`src/rtl/mem_ctrl_pkg.sv`:
```
// Shared types and constants for the single-port memory controller.
// Imported by the arbiter and the controller top.
package mem_ctrl_pkg;

  typedef enum logic [1:0] {
    MC_IDLE   = 2'd0,
    MC_ACCESS = 2'd1,
    MC_DONE   = 2'd2
  } mc_state_t;

  localparam logic MC_REQ_IF  = 1'b0;
  localparam logic MC_REQ_MEM = 1'b1;

  localparam logic MC_OP_RD = 1'b0;
  localparam logic MC_OP_WR = 1'b1;

endpackage

```
`src/rtl/mem_ctrl_arbiter.sv`:
```
// Fixed-priority pick between fetch and data requests (store > load > fetch)
// plus the registers holding the accepted request for the whole access.
module mc_arbiter
  import mem_ctrl_pkg::*;
#(
  parameter int AW     = 30,
  parameter int DATA_W = 32
) (
  input  logic              clock,
  input  logic              reset,
  input  logic              accept,
  input  logic              if_req,
  input  logic [AW-1:0]     if_addr,
  input  logic              rd,
  input  logic              wr,
  input  logic [AW-1:0]     mem_addr,
  input  logic [DATA_W-1:0] wdata,
  output logic              any_req,
  output logic [AW-1:0]     lat_addr,
  output logic [DATA_W-1:0] lat_wdata,
  output logic              lat_op,
  output logic              lat_id
);

  logic              g_wr;
  logic              g_rd;
  logic              g_if;
  logic [AW-1:0]     sel_addr;
  logic [DATA_W-1:0] sel_wdata;
  logic              sel_op;
  logic              sel_id;

  // A load colliding with a store is dropped in favour of the store.
  assign g_wr    = wr;
  assign g_rd    = rd & ~wr;
  assign g_if    = if_req & ~rd & ~wr;
  assign any_req = if_req | rd | wr;

  always_comb begin
    sel_addr  = '0;
    sel_wdata = '0;
    sel_op    = MC_OP_RD;
    sel_id    = MC_REQ_IF;
    unique case (1'b1)
      g_wr: begin
        sel_addr  = mem_addr;
        sel_wdata = wdata;
        sel_op    = MC_OP_WR;
        sel_id    = MC_REQ_MEM;
      end
      g_rd: begin
        sel_addr = mem_addr;
        sel_id   = MC_REQ_MEM;
      end
      g_if: begin
        sel_addr = if_addr;
      end
      default: ;
    endcase
  end

  always_ff @(posedge clock or negedge reset) begin
    if (!reset) begin
      lat_addr  <= '0;
      lat_wdata <= '0;
      lat_op    <= MC_OP_RD;
      lat_id    <= MC_REQ_IF;
    end else if (accept) begin
      lat_addr  <= sel_addr;
      lat_wdata <= sel_wdata;
      lat_op    <= sel_op;
      lat_id    <= sel_id;
    end
  end

endmodule

```
`src/rtl/mem_ctrl.sv`:
```
// Single-port SRAM controller shared by Fetch and Memory stages.
// Fixed-latency accesses; stalls the pipeline while an access is pending.
module mem_ctrl
  import mem_ctrl_pkg::*;
#(
  parameter int ADDR_W  = 32,
  parameter int DATA_W  = 32,
  parameter int MEM_LAT = 2
) (
  input  logic              clock,
  input  logic              reset,
  input  logic              if_mc_req,
  input  logic [ADDR_W-1:0] if_mc_addr,
  output logic [DATA_W-1:0] mc_if_data,
  output logic              mc_if_ready,
  input  logic              mem_mc_readmem,
  input  logic              mem_mc_writemem,
  input  logic [ADDR_W-1:0] mem_mc_addr,
  input  logic [DATA_W-1:0] mem_mc_wdata,
  output logic [DATA_W-1:0] mc_mem_data,
  output logic              mc_mem_ready,
  output logic              mc_stall,
  output logic              mc_ram_en,
  output logic              mc_ram_we,
  output logic [ADDR_W-3:0] mc_ram_addr,
  output logic [DATA_W-1:0] mc_ram_wdata,
  input  logic [DATA_W-1:0] ram_mc_rdata
);

  localparam int AW = ADDR_W - 2;
  localparam logic [3:0] CNT_INIT = 4'(MEM_LAT - 1);

  mc_state_t         state;
  mc_state_t         nxt;
  logic [3:0]        cnt;
  logic              any_req;
  logic              data_req;
  logic              accept;
  logic              last;
  logic [AW-1:0]     lat_addr;
  logic [DATA_W-1:0] lat_wdata;
  logic              lat_op;
  logic              lat_id;
  logic              unused_lo;

  // Byte offset bits are irrelevant: word accesses only.
  assign unused_lo = ^{if_mc_addr[1:0], mem_mc_addr[1:0]};

  assign data_req = mem_mc_readmem | mem_mc_writemem;
  assign accept   = (state == MC_IDLE) && any_req;
  assign last     = (state == MC_ACCESS) && (cnt == 4'd0);

  mc_arbiter #(
    .AW     (AW),
    .DATA_W (DATA_W)
  ) u_arb (
    .clock     (clock),
    .reset     (reset),
    .accept    (accept),
    .if_req    (if_mc_req),
    .if_addr   (if_mc_addr[ADDR_W-1:2]),
    .rd        (mem_mc_readmem),
    .wr        (mem_mc_writemem),
    .mem_addr  (mem_mc_addr[ADDR_W-1:2]),
    .wdata     (mem_mc_wdata),
    .any_req   (any_req),
    .lat_addr  (lat_addr),
    .lat_wdata (lat_wdata),
    .lat_op    (lat_op),
    .lat_id    (lat_id)
  );

  always_ff @(posedge clock or negedge reset) begin
    if (!reset) state <= MC_IDLE;
    else        state <= nxt;
  end

  always_comb begin
    nxt = state;
    unique case (state)
      MC_IDLE:   if (any_req) nxt = MC_ACCESS;
      MC_ACCESS: if (cnt == 4'd0) nxt = MC_DONE;
      MC_DONE:   nxt = MC_IDLE;
      default:   nxt = MC_IDLE;
    endcase
  end

  always_ff @(posedge clock or negedge reset) begin
    if (!reset) begin
      cnt <= '0;
    end else if (accept) begin
      cnt <= CNT_INIT;
    end else if (state == MC_ACCESS && cnt != 4'd0) begin
      cnt <= cnt - 4'd1;
    end
  end

  always_ff @(posedge clock or negedge reset) begin
    if (!reset) begin
      mc_if_data  <= '0;
      mc_mem_data <= '0;
    end else if (last && lat_op == MC_OP_RD) begin
      if (lat_id == MC_REQ_IF) mc_if_data  <= ram_mc_rdata;
      else                     mc_mem_data <= ram_mc_rdata;
    end
  end

  always_comb begin
    mc_ram_en    = 1'b0;
    mc_ram_we    = 1'b0;
    mc_ram_addr  = '0;
    mc_ram_wdata = '0;
    mc_if_ready  = 1'b0;
    mc_mem_ready = 1'b0;
    mc_stall     = 1'b0;
    unique case (state)
      MC_IDLE: mc_stall = any_req;
      MC_ACCESS: begin
        mc_ram_en    = 1'b1;
        mc_ram_we    = (lat_op == MC_OP_WR);
        mc_ram_addr  = lat_addr;
        mc_ram_wdata = lat_wdata;
        mc_stall     = 1'b1;
      end
      // Release the pipeline only if the other requester is not waiting.
      MC_DONE: begin
        if (lat_id == MC_REQ_MEM) begin
          mc_mem_ready = 1'b1;
          mc_stall     = if_mc_req;
        end else begin
          mc_if_ready = 1'b1;
          mc_stall    = data_req;
        end
      end
      default: ;
    endcase
  end

endmodule

```
`config.mk`:
```
export PLATFORM = sky130hd
export DESIGN_NAME = mem_ctrl
export DESIGN_NICKNAME = d
export VERILOG_FILES = /design/src/rtl/mem_ctrl_pkg.sv /design/src/rtl/mem_ctrl_arbiter.sv /design/src/rtl/mem_ctrl.sv
export SDC_FILE = /design/constraint.sdc
export NUM_CORES = 1
export LEC_CHECK = 0
export ABC_AREA = 1
export ABC_CLOCK_PERIOD_IN_PS = 3900
export BUFFER_PORTS_ARGS = -buffer_cell sky130_fd_sc_hd__buf_2
export CAP_MARGIN = 20
export CELL_PAD_IN_SITES_DETAIL_PLACEMENT = 1
export CELL_PAD_IN_SITES_GLOBAL_PLACEMENT = 2
export CORE_MARGIN = 2
export CORE_UTILIZATION = 29
export CTS_BUF_LIST = sky130_fd_sc_hd__clkbuf_4 sky130_fd_sc_hd__clkbuf_8 sky130_fd_sc_hd__clkbuf_16
export DETAILED_ROUTE_END_ITERATION = 10
export MAX_ROUTING_LAYER = met4
export PLACE_DENSITY = 0.89
export SYNTH_ARGS = -nofsm -noshare
export SYNTH_HDL_FRONTEND = slang
export SYNTH_SLANG_ARGS = --single-unit
```
`constraint.sdc`:
```
create_clock -name clock -period 3.9 [get_ports clock]
set_input_delay 1.17 -clock clock [delete_from_list [all_inputs] [get_ports clock]]
set_output_delay 1.17 -clock clock [all_outputs]
set_load 0.03 [all_outputs]
```
# [Word-level counts from Yosys, hierarchy flattened]
# Cells that the tools add are included.
[word_totals] mem_bits_rw=0 out_inout_bits=131 inputBits=133 latch_bits=0 n_memories=0 mem_bits_ro=0 regBits=134 wordCells=54
[classes] bitwise=10 n_eq_ne=4 n_div=0 n_shift=0 magnitude_cmp=0 muxes=19 mul=0 n_reduce_logical=12 addsub=1
[op_table] operator="$mux 32" n=2
[op_table] operator="$pmux 30 s2" n=1
[op_table] operator="$mux 30" n=1
[op_table] operator="$mux 1" n=9
[op_table] operator="$mux 4" n=2
[op_table] operator="$reduce_and 2->1" n=3
[op_table] operator="$logic_and 1x1->1" n=4
[op_table] operator="$logic_not 4->1" n=1
[op_table] operator="$mux 2" n=2
[op_table] operator="$ne 2x2->1 const B" n=2
[op_table] operator="$not 1->1" n=4
[op_table] operator="$pmux 2 s2" n=1
[op_table] operator="$reduce_bool 4->1" n=1
[op_table] operator="$sub 4x1->4 const B" n=1
[op_table] operator="$and 1x1->1" n=3
[op_table] operator="$or 1x1->1" n=3
[op_table] operator="$pmux 1 s3" n=1
[op_table] operator="$eq 2x1->1 const B" n=1
[op_table] operator="$eq 2x2->1 const B" n=1
[op_table] operator="$logic_not 2->1" n=1
[op_table] operator="$reduce_bool 2->1" n=1
[op_table] operator="$reduce_or 2->1" n=1

# [Depth between registers and ports, before layout]
[depth] word_depth=4 depth_mapped=9 ltp_nobuf=8

# [Modules after synthesis]
# Synthesis repeated with hierarchy kept, for this count alone.
[unflattened] cells_unflattened=797 area_unflattened_um2=6580.1
[by_module_without_submodules] module="mem_ctrl" area_each_um2=3519.6 instances=1 seq_area_each_um2=1751.7 cells_each=468
[by_module_without_submodules] module="mc_arbiter" area_each_um2=3060.4 instances=1 seq_area_each_um2=1601.5 cells_each=329

# [Worst setup path before layout]
# No wires, ideal clock.
[synth_timing] path_kind="input to output" startpoint="in mem_mc_writemem" endpoint="out mc_stall" required_ps=2730 cell_stages=8 arrival_ps=2114 n_path_buf=2 path_slack_ps=616 path_cell_list="buf_4 -> inv_2 -> nand2_4 -> nand2_4 -> nand2_4 -> inv_4 -> buf_4 -> nand4_1"
[synth_via] elab_chain_cells=3 elab_cells_between_ends=4 cone_classes="mux: 2; bitwise: 2"
[synth_lines] item="start: declaration" line_no="mem_ctrl.sv:17" text="input logic mem_mc_writemem,"
[synth_lines] item="$or 1x1->1" line_no="mem_ctrl.sv:49" text="assign data_req = mem_mc_readmem | mem_mc_writemem;"
[synth_lines] item="$mux 1" line_no="mem_ctrl.sv:127" text="if (lat_id == MC_REQ_MEM) begin"
[synth_lines] item="$pmux 1 s3 (*)" line_no="mem_ctrl.sv:116" text="unique case (state)"
[synth_lines] item="end: declaration" line_no="mem_ctrl.sv:22" text="output logic mc_stall,"
# Mark *: on every way between the ends. The rest lies on a longest branch, timed or not.

# [Worst setup path after layout]
[layout_timing] startpoint="in mem_mc_readmem" endpoint="out mc_stall"
[layout_via] elab_chain_cells=3 elab_cells_between_ends=5 cone_classes="mux: 2; bitwise: 3"
[layout_lines] item="start: declaration" line_no="mem_ctrl.sv:16" text="input logic mem_mc_readmem,"
[layout_lines] item="$or 1x1->1 (on tied branches)" line_no="mem_ctrl.sv:49, mem_ctrl_arbiter.sv:37"
[layout_lines] item="$mux 1 / $or 1x1->1 (equally long branches)" line_no="mem_ctrl.sv:127, mem_ctrl_arbiter.sv:37"
[layout_lines] item="$pmux 1 s3 (*)" line_no="mem_ctrl.sv:116"
# Marks and branches as above.

==> results.ini <==
[placed_design]
hpwl_mm = 14.7
place.gp.congestion = 0.756
dp_slack_ns = 0.600
post_dp_cell_area_um2 = 7860
io_buffers = 259

[floorplan]
core_um2 = 21800
die_area_um2 = 23300
fp.dieH_um = 153
ios = 264
die_x_um = 153
start_util = 0.294
num_rows = 54

[routing]
via_count = 6142
first_pass_iters = 4
via_per_inst = 4.69
drc = 0
wirelength_mm = 21.0
drtAntennaViolNets = 0
drt_iter0_drc = 250
avgRoutedWirePerCell_um = 16.0

[worst_hold_path]
min_path_type = reg -> reg

[sta]
holdWs_ns = 0.463
slew_viol_final = 0
fin_crit_sh = 0.842
hold_viol_final = 0
setup-tns-final_ns = 0
final-setup-viol-count = 0
rsz0062_at_grt = false
period_needed_ns = 3.28
max_freq_mhz = 305
slew_headroom = 0.361
worst_slew_pin_slew_ns = 0.959
final.setup_skew_ns = 0.00941
fin_ws_ns = 0.616

[synthesis]
synthCells = 776
synth.distinct_cells = 24
syn-num-nets = 911
ys_async_sr_fraction = 1.00
synth_most_common_cell = nand2_1
synth-edff-count = 0
ys_seq_elements = 134
yosys-top-cells-count = nand2_1, dfrtp_1, nor2_1
syn-cell-area_um2 = 6400
synth.top_cell.area_share = 0.524
seq_area_frac_synth = 0.524
synth_warnings = 0
avgSynthCellArea_um2 = 8.25
synthFlopType = dfrtp_1
synth_top_area_cell = dfrtp_1
synth.area.top_cells = dfrtp_1, nand2_1, nand4_1

[clock_network]
clkTransAtPathRegs_ns = 0.06
cts_resized = 0
cts_tree = done
cts_setup_buffers = 0
hold_buffers = 0
numClockSinks = 134
clock_latency_ns = 0.42
htreeDepth = 4
cts_made_buffers = 17
root_buffer = clkbuf_16
clock_tree.buffer_depth = 2

[power]
clkPwrFrac = 0.192
design_power_total_mw = 8.25
power_leakage_nw = 4.61
internal-power_mw = 4.04
p_sw_frac = 0.510
p_switching_mw = 4.21
p_per_area_nw_per_um2 = 977
ir_drop_mv = 0.430
seqPwrFrac = 0.285
combPwrFrac = 0.523

[setup_path]
crit_top_cell = nand2_4
cp_cell_sequence = buf_2 > inv_2 > nand2_4 > nand2_4 > nand2_4 > inv_4 > nand4_1 > buf_2
startpoint_type = primary input
cp_slowest_stage_delay_ns = 0.20
required_ns = 2.73
cp_max_fo = 18
slowest_stage = buf_2
crit_family = simple AND/OR/NAND/NOR gates
crit_arrival_ns = 2.11
crit_type = in -> out
endpoint_kind = output pin
crit_buf_inv = 4

[final_layout]
final_layout_size_suffix_gt1_frac = 0.344
syn2layout_area_growth_pct = 31.8
final_area_um2 = 8440
layout.nets = 1149

[global_routing]
grt_use_met3 = 0.0489
grt_pass1_vias = 6466
grt_util_met1 = 0.236
grtUsageTotal = 0.188
gr-usage-met2 = 0.297
grt_max_degree = 82
grt_busiest_layer = met2
grt_overflow_total = 0
grt_pass1_wl_mm = 34.1
antenna_found_initial = 3

[status]
status = finished clean

[flow_run]
drv_cap = 0

## cells in the final DEF (no fill, tap or decap), types with 2 or more instances in the layout
cell type   count
buf_4          15
nand2_2         2
diode_2         3
inv_1          67
nand3_1        52
clkbuf_16      17
nand2_4         3
nor2_4          3
o21ai_0        23
o21ai_2        10
inv_2           6
clkinvlp_4      4
ha_1            2
buf_2         258
clkinv_4        3
nand4_1        67
nand3_2        20
inv_6           5
nand2_1       258
nor2_1         68
dfrtp_1       134
## final cells by class
cell class | count | area (um^2)
Clock buffer | 18 | 433
Sequential cell | 134 | 3350
Timing Repair Buffer | 275 | 1440
Fill cell | 2726 | 13300
Tap cell | 280 | 350
Inverter | 74 | 280
Clock inverter | 14 | 141
Multi-Input combinational cell | 512 | 2440
Antenna cell | 3 | 7.51
## metal layers
metal | share of wire | wire length (um) | vias up
met5 | 0 | 0 | -
met4 | 0.018 | 369 | 0
met3 | 0.064 | 1340 | 25
met2 | 0.47 | 9880 | 205
met1 | 0.45 | 9400 | 2961
li1 | - | - | 2951
## state kept, by name (all words and copies together), names as in the netlist
signal and count:
mc_if_data 32, mc_mem_data 32, u_arb.lat_wdata 32, u_arb.lat_addr 30
cnt 4, state 2, u_arb.lat_id 1, u_arb.lat_op 1
## stage by stage
| stage | utilization | instances |
|---|---|---|
| CTS | 0.388 | 1307 |
| finish | 0.388 | 1310 |
| global placement | 0.361 | 1275 |
| detailed placement | 0.361 | 1275 |
| global route | 0.388 | 1310 |
| floorplan | - | 776 |
## cells by family after synthesis
logic type	Yosys count	synth area share
buffers and inverters	130	0.0973
adders and majority gates	2	0.00391
DFF	134	0.524
xor gates and xnor gates	1	0.00137
and+or+nand+nor	475	0.341
AOI/OAI and AO/OA	34	0.0324
## power groups by stage
stage          Clock [mW]  Combinational [mW]  Sequential, mW
2_1_floorplan           0                2.49            3.00
3_3_place_gp            0                4.29            2.35
3_5_place_dp            0                4.36            2.38
4_1_cts              1.63                4.38            2.36
5_1_grt              1.69                4.74            2.44
6_report             1.58                4.31            2.35
## final timing paths
kind / to / startpoint / depth (start not counted) / slack [ns]
worst max-delay path: mc_stall / mem_mc_readmem / 8 / 0.62
max in group asynchronous: u_arb.lat_wdata[25] / reset / 2 / 2.35
worst min register to register: mc_if_data[2] / mc_if_data[2] / 2 / 0.46
worst min-delay path: mc_if_data[2] / mc_if_data[2] / 2 / 0.46
worst max register to register: u_arb.lat_wdata[30] / state[1] / 6 / 1.75
min in group asynchronous: mc_if_data[6] / reset / 1 / 0.73
## tightest hold or removal path, stage by stage, from the launching register on
cell and delay (ns):
dfrtp_1 0.34, nand2_1 0.05, nand2_1 0.04
Power figures use the tool's default switching activity.
